**src/rtl/cnn_ctrl_pkg.sv**
```systemverilog
// Shared types, derived sizes and helpers for the K-row sliding-window controller.
package cnn_ctrl_pkg;

  typedef enum logic [2:0] {
    IDLE = 3'd0,
    WAIT = 3'd1,
    RUN  = 3'd2,
    ADV  = 3'd3,
    DONE = 3'd4
  } ctrl_state_t;

  localparam int unsigned DEF_KERNEL   = 32'd3;
  localparam int unsigned DEF_IMG_ROWS = 32'd6;
  localparam int unsigned NBUF         = DEF_KERNEL + 32'd1;
  localparam int unsigned OUT_ROWS     = DEF_IMG_ROWS - DEF_KERNEL + 32'd1;

  function automatic int unsigned nbuf_of(input int unsigned kernel);
    return kernel + 32'd1;
  endfunction

  function automatic int unsigned out_rows_of(input int unsigned img_rows, input int unsigned kernel);
    return img_rows - kernel + 32'd1;
  endfunction

  function automatic logic [31:0] onehot(input int unsigned idx, input int unsigned nbuf);
    logic [31:0] v;
    v = 32'd0;
    if ((idx < nbuf) && (idx < 32'd32)) v[idx[4:0]] = 1'b1;
    else v = 32'd0;
    return v;
  endfunction

endpackage

```
**src/rtl/row_loader.sv**
```systemverilog
// Drains the FIFO into the ring of row buffers, never running more than one row ahead of the window.
module row_loader
  import cnn_ctrl_pkg::*;
#(
  parameter int unsigned ROW_WORDS = 4,
  parameter int unsigned KERNEL    = 3,
  parameter int unsigned IMG_ROWS  = 6,
  parameter int unsigned CW        = $clog2(IMG_ROWS + KERNEL + 1)
) (
  input  logic                       clk,
  input  logic                       rst,
  input  logic                       clear,
  input  logic                       busy,
  input  logic [CW-1:0]              out_row,
  input  logic                       fifo_can_read,
  output logic                       fifo_rd_en,
  output logic [KERNEL:0]            row_wr_en,
  output logic [((ROW_WORDS > 1) ? $clog2(ROW_WORDS) : 1)-1:0] row_wr_addr,
  output logic                       row_full,
  output logic [CW-1:0]              rows_loaded
);

  localparam int unsigned NB = nbuf_of(KERNEL);
  localparam int unsigned SW = $clog2(NB);
  localparam int unsigned WW = (ROW_WORDS > 1) ? $clog2(ROW_WORDS) : 1;
  localparam logic [CW-1:0] IMG_C  = CW'(IMG_ROWS);
  localparam logic [CW-1:0] KER_C  = CW'(KERNEL);
  localparam logic [WW-1:0] LAST_W = WW'(ROW_WORDS - 1);
  localparam logic [SW-1:0] LAST_B = SW'(NB - 1);

  logic [WW-1:0] word_r;
  logic [SW-1:0] ld_buf_r;
  logic [CW-1:0] rows_r;
  logic          load_ok;
  logic [31:0]   oh;

  assign row_wr_addr = word_r;
  assign rows_loaded = rows_r;

  // Pop gating: the ring holds the window plus exactly one spare row.
  always_comb begin
    load_ok    = busy && (rows_r < IMG_C) && (rows_r <= out_row + KER_C);
    fifo_rd_en = load_ok && fifo_can_read;
    oh         = onehot(32'(ld_buf_r), NB);
    if (fifo_rd_en) row_wr_en = oh[NB-1:0];
    else row_wr_en = '0;
    row_full   = fifo_rd_en && (word_r == LAST_W);
  end

  // Word counter, fill buffer pointer and completed-row count.
  always_ff @(posedge clk) begin
    if (rst || clear) begin
      word_r   <= '0;
      ld_buf_r <= '0;
      rows_r   <= '0;
    end else if (fifo_rd_en) begin
      if (word_r == LAST_W) begin
        word_r   <= '0;
        ld_buf_r <= (ld_buf_r == LAST_B) ? '0 : ld_buf_r + SW'(1);
        rows_r   <= rows_r + CW'(1);
      end else begin
        word_r   <= word_r + WW'(1);
      end
    end
  end

endmodule

```
**src/rtl/row_window_ctrl.sv**
```systemverilog
// Frame sequencer: DRAM read issue, row loading and one psum pass per resident K-row window.
module row_window_ctrl
  import cnn_ctrl_pkg::*;
#(
  parameter int unsigned ROW_WORDS  = 4,
  parameter int unsigned KERNEL     = 3,
  parameter int unsigned IMG_ROWS   = 6,
  parameter int unsigned ADDR_W     = 10,
  parameter int unsigned HEAD_W     = 6,
  parameter int unsigned ROW_STRIDE = 8
) (
  input  logic                                  clk,
  input  logic                                  rst,
  input  logic                                  start,
  input  logic [ADDR_W-1:0]                     cfg_base,
  input  logic                                  fifo_can_write,
  input  logic                                  fifo_can_read,
  output logic                                  dram_rd_en,
  output logic [ADDR_W-1:0]                     dram_rd_addr,
  output logic                                  fifo_rd_en,
  output logic [KERNEL:0]                       row_wr_en,
  output logic [((ROW_WORDS > 1) ? $clog2(ROW_WORDS) : 1)-1:0] row_wr_addr,
  output logic                                  row_full,
  output logic [$clog2(KERNEL+1)-1:0]           row_sel,
  output logic                                  psum_en,
  output logic                                  first,
  output logic                                  last,
  output logic [HEAD_W-1:0]                     head_addr,
  output logic                                  busy,
  output logic                                  done
);

  localparam int unsigned NB    = nbuf_of(KERNEL);
  localparam int unsigned SW    = $clog2(NB);
  localparam int unsigned CW    = $clog2(IMG_ROWS + KERNEL + 1);
  localparam int unsigned TOTAL = IMG_ROWS * ROW_WORDS;
  localparam int unsigned RW    = $clog2(TOTAL + 1);
  localparam int unsigned KW    = (KERNEL > 1) ? $clog2(KERNEL) : 1;
  localparam logic [RW-1:0]     TOTAL_C    = RW'(TOTAL);
  localparam logic [CW-1:0]     KER_C      = CW'(KERNEL);
  localparam logic [CW-1:0]     LAST_OUT_C = CW'(out_rows_of(IMG_ROWS, KERNEL) - 1);
  localparam logic [KW-1:0]     LAST_K     = KW'(KERNEL - 1);
  localparam logic [SW-1:0]     LAST_B     = SW'(NB - 1);
  localparam logic [HEAD_W-1:0] STRIDE_C   = HEAD_W'(ROW_STRIDE);

  ctrl_state_t       state_r, state_nx;
  logic [KW-1:0]     k_r, k_nx;
  logic [CW-1:0]     out_row_r;
  logic [CW-1:0]     rows_loaded;
  logic [RW-1:0]     rd_cnt_r;
  logic [HEAD_W-1:0] head_nx;
  logic              start_ok;

  assign start_ok   = start && (state_r == IDLE);
  assign dram_rd_en = busy && fifo_can_write && (rd_cnt_r < TOTAL_C);

  row_loader #(
    .ROW_WORDS (ROW_WORDS),
    .KERNEL    (KERNEL),
    .IMG_ROWS  (IMG_ROWS),
    .CW        (CW)
  ) u_loader (
    .clk           (clk),
    .rst           (rst),
    .clear         (start_ok),
    .busy          (busy),
    .out_row       (out_row_r),
    .fifo_can_read (fifo_can_read),
    .fifo_rd_en    (fifo_rd_en),
    .row_wr_en     (row_wr_en),
    .row_wr_addr   (row_wr_addr),
    .row_full      (row_full),
    .rows_loaded   (rows_loaded)
  );

  // Next-state logic; the registered outputs are derived from the next state.
  always_comb begin
    state_nx = state_r;
    k_nx     = k_r;
    case (state_r)
      IDLE: begin
        if (start_ok) state_nx = WAIT;
        else state_nx = IDLE;
      end
      WAIT: begin
        if (rows_loaded >= out_row_r + KER_C) begin
          state_nx = RUN;
          k_nx     = '0;
        end else begin
          state_nx = WAIT;
        end
      end
      RUN: begin
        if (k_r == LAST_K) begin
          state_nx = ADV;
          k_nx     = '0;
        end else begin
          k_nx     = k_r + KW'(1);
        end
      end
      ADV: begin
        if (out_row_r == LAST_OUT_C) state_nx = DONE;
        else state_nx = WAIT;
      end
      DONE:    state_nx = IDLE;
      default: state_nx = IDLE;
    endcase
    if (state_nx == RUN) head_nx = HEAD_W'(k_nx) * STRIDE_C;
    else head_nx = '0;
  end

  // FSM state and psum-side outputs, so psum_en is high exactly in RUN cycles.
  always_ff @(posedge clk) begin
    if (rst) begin
      state_r   <= IDLE;
      k_r       <= '0;
      psum_en   <= 1'b0;
      first     <= 1'b0;
      last      <= 1'b0;
      head_addr <= '0;
      busy      <= 1'b0;
      done      <= 1'b0;
    end else begin
      state_r   <= state_nx;
      k_r       <= k_nx;
      psum_en   <= (state_nx == RUN);
      first     <= (state_nx == RUN) && (k_nx == KW'(0));
      last      <= (state_nx == RUN) && (k_nx == LAST_K);
      head_addr <= head_nx;
      busy      <= (state_nx != IDLE);
      done      <= (state_nx == DONE);
    end
  end

  // DRAM issue counter, window base and output-row count.
  always_ff @(posedge clk) begin
    if (rst) begin
      dram_rd_addr <= '0;
      rd_cnt_r     <= '0;
      out_row_r    <= '0;
      row_sel      <= '0;
    end else if (start_ok) begin
      dram_rd_addr <= cfg_base;
      rd_cnt_r     <= '0;
      out_row_r    <= '0;
      row_sel      <= '0;
    end else begin
      if (dram_rd_en) begin
        dram_rd_addr <= dram_rd_addr + ADDR_W'(1);
        rd_cnt_r     <= rd_cnt_r + RW'(1);
      end
      if (state_r == ADV) begin
        row_sel   <= (row_sel == LAST_B) ? '0 : row_sel + SW'(1);
        out_row_r <= out_row_r + CW'(1);
      end
    end
  end

endmodule
```
**config.mk**
```make
export PLATFORM = sky130hd
export DESIGN_NAME = row_window_ctrl
export DESIGN_NICKNAME = d
export VERILOG_FILES = /design/src/rtl/cnn_ctrl_pkg.sv /design/src/rtl/row_loader.sv /design/src/rtl/row_window_ctrl.sv
export SDC_FILE = /design/constraint.sdc
export NUM_CORES = 1
export LEC_CHECK = 0
export CORE_MARGIN = 5
export CORE_UTILIZATION = 45
export DETAILED_ROUTE_END_ITERATION = 16
export MAX_ROUTING_LAYER = met4
export PLACE_DENSITY = 0.73
export SYNTH_ARGS = -nofsm -noshare
export SYNTH_HDL_FRONTEND = slang
export SYNTH_SLANG_ARGS = --single-unit
export TNS_END_PERCENT = 30
```
**constraint.sdc**
```tcl
create_clock -name clk -period 2.87 [get_ports clk]
set_input_delay 0.574 -clock clk [delete_from_list [all_inputs] [get_ports clk]]
set_output_delay 0.574 -clock clk [all_outputs]
set_load 0.1 [all_outputs]
```
==> impl_metrics.tcl <==
set metrics [dict create \
    ys_seq_elements 41 \
    cp_common_cell "a21oi_2" \
    grt_usage_pct 14.8 \
    peakVddDrop_mv 0.317 \
    slowest_delay_ns 0.36 \
    via_per_inst 5.31 \
    fin_cells 325 \
    period_share_pct 96.6 \
    reg2reg_to "k_r[1]$_SDFF_PP0_" \
    path_cells "inv_2 -> ha_2 -> xor2_1 -> ha_1 -> a21oi_2 -> a21oi_2 -> o21ai_4 -> and2_4 -> buf_12" \
    placed_cell_area_mm2 0.00251 \
    ys_seq_area_share_pct 39.9 \
    final.setup.tns_ns 0 \
    crit_type "register to primary output" \
    cts_root_buf "clkbuf_8" \
    io_buffers 42 \
    slew_headroom_pct 66.6 \
    drt-initial-drc-count 84 \
    yosys_warnings 0 \
    critical_path.startpoint "out_row_r[0]$_SDFFE_PP0N_" \
    rr_startpoint "out_row_r[0]$_SDFFE_PP0N_" \
    cts_buffer_depth 2 \
    finalHoldViolCount 0 \
    holdWs_ns 0.494 \
    cp_max_fo 6 \
    arrival_ns 2.20 \
    ys_async_sr_fraction_pct 0 \
    postSynthCellCount 230 \
    path_delay_family "adder cells" \
    num_antenna_cells 0 \
    cts-buffers-inserted 5 \
    drv_cap 0 \
    synth_edf_count 0 \
    clock_latency_ns 0.29 \
    std_cell_rows 24 \
    worst_slew_pin_slew_ns 0.498 \
    dp_hpwl_mm 3.14 \
    dp.cells 315 \
    num_vias 1727 \
    design_area_mm2 0.00265 \
    core_area_mm2 0.00438 \
    p_per_area_mw_per_mm2 470 \
    grt_pass1_wl_mm 7.25 \
    path_buf_inv 2 \
    r2r_setup_slack_ns 0.62 \
    grt_max_degree 24 \
    cp.required_ns 2.30 \
    yosys-top-cells-count "dfxtp_1, nor2_1, ha_1" \
    routed_wirelength_mm 4.33 \
    yosys.area.top_type "dfxtp_1" \
    syn_area_mm2 0.00206 \
    cp-start-kind "register" \
    setup_viol 0 \
    routedWlPerCell_um 13.3 \
    syn2layout_area_growth_pct 28.8 \
    status "complete, no violations" \
    cp-end-kind "primary output" \
    die_x_um 77.6 \
    gp_congestion 0.810 \
    crit_end "row_full" \
    slowest_stage "dfxtp_2" \
    synth_most_common_cell "dfxtp_1" \
    syn_area_per_cell_um2 8.94 \
    cts_hold_buf 0 \
    antenna_found_initial 0 \
    start_util_pct 46.9 \
    p_leak_uw 0.00109 \
    synth.area.top_cells "dfxtp_1, ha_1, xor2_1" \
    die_area_mm2 0.00602 \
    fin_util_pct 60.4 \
    grt_pass1_vias 1634 \
    hold_path.class "register to register" \
    synth_top_area_share_pct 39.9 \
    final_nets 302 \
    reg2reg_depth 10 \
    die_h_um 77.6 \
    ys_types 45 \
    drive_above_1_share_pct 22.0 \
    path_clk_slew_ns 0.07 \
    synth-main-ff-cell "dfxtp_1" \
    fmax_ghz 0.361 \
    fin_crit_ns 2.77 \
    cp_num_cells 9 \
    fin_skew_ns 0.00300 \
    pin_count 47 \
    overflow 0 \
    worst_hold_startpoint "u_loader.rows_loaded[0]$_SDFFE_PP0P_" \
    drv_slew 0 \
    htree_levels 2 \
    dr.pass1.iters 4 \
    drc 0 \
    tritoncts "done" \
    clock_sinks 41 \
    antenna_left 0 \
]
[registers in the layout, indices dropped and copies added, names as in the netlist]
| register | flops |
|---|---|
| dram_rd_addr | 10 |
| rd_cnt_r | 5 |
| out_row_r | 4 |
| u_loader.rows_loaded | 4 |
| state_r | 3 |
| head_addr | 2 |
| k_r | 2 |
| row_sel | 2 |
| u_loader.ld_buf_r | 2 |
| u_loader.row_wr_addr | 2 |
| busy | 1 |
| done | 1 |
| first | 1 |
| last | 1 |
| psum_en | 1 |
[metrics by stage]
stage | power (uW) | setup WS (ns)
3_5_place_dp | 896 | 0.0897
3_3_place_gp | 893 | 0.147
2_1_floorplan | 832 | -0.134
4_1_cts | 1250 | -0.00606
5_1_grt | 1300 | -0.0243
6_report | 1240 | 0.0980
[layer usage]
metal  up-vias  global-route usage, %  part of all wire, %
met1       794                   19.1                   46
li1        885                      -                    -
met5         -                      -                    0
met2        42                   23.2                   48
met3         6                   3.70                  5.5
met4         0                   3.61                 0.97
[placed cells by master (no fill, tap or decap), drive strengths merged, types with 8 or more instances in the layout]
master and n:
nand2 13, buf 36, o21ai 8, a21oi 10, ha 15, clkdlybuf4s50 14, and2 8, dfxtp 41
xor2 13, nand4 8, nor2 29, a211oi 8
[kinds of logic (layout without fill, tap and decap cells)]
family / count (synthesis) / after routing / synth area share (%)
compound gates: 39 / 39 / 12.4
buf+inv: 24 / 64 / 6.39
xor+xnor: 16 / 16 / 6.81
mux: 7 / 7 / 3.41
simple gates: 87 / 87 / 21.8
fa+ha+maj: 15 / 15 / 9.12
other cells: 1 / 4 / 0.182
flops: 41 / 41 / 39.9
[power breakdown]
group,internal [uW],switching [uW],total [uW]
clock,169,192,360
sequential,585,20.3,606
combinational,76.9,202,279
total,831,413,1240
[worst register-to-register path, stage by stage (launching register included)]
cell and delay (ns):
dfxtp_2 0.36, inv_2 0.06, ha_2 0.18, xor2_1 0.14, ha_1 0.32, and3_4 0.18
buf_4 0.12, o21a_1 0.17, o21ba_2 0.22, o21bai_1 0.26, a31o_2 0.19
[how the worst min path moves through the flow]
stage	to	depth (start not counted)	slack, ns
finish	u_loader.rows_loaded[0]$_SDFFE_PP0P_	2	0.49
global route	u_loader.rows_loaded[0]$_SDFFE_PP0P_	2	0.53
CTS	u_loader.rows_loaded[0]$_SDFFE_PP0P_	2	0.50
detailed placement	u_loader.rows_loaded[0]$_SDFFE_PP0P_	2	0.49
global placement	u_loader.rows_loaded[0]$_SDFFE_PP0P_	2	0.48
floorplan	u_loader.rows_loaded[0]$_SDFFE_PP0P_	2	0.45
[timing repair]
item | in CTS | in global routing
setup buffers | 1 | 1
resized for setup | 3 | 12
setup endpoints to repair | 6 | 6
pin swaps | 1 | 5
[layout make-up]
cell class | instances | area [um^2]
tap | 52 | 65.1
clock buffer | 6 | 72.6
multi-input combinational | 168 | 1150
fill | 378 | 1730
inverter | 6 | 22.5
sequential | 41 | 823
clock inverter | 2 | 10.0
timing repair buffer | 50 | 502
(Power assumes the default switching activity.)
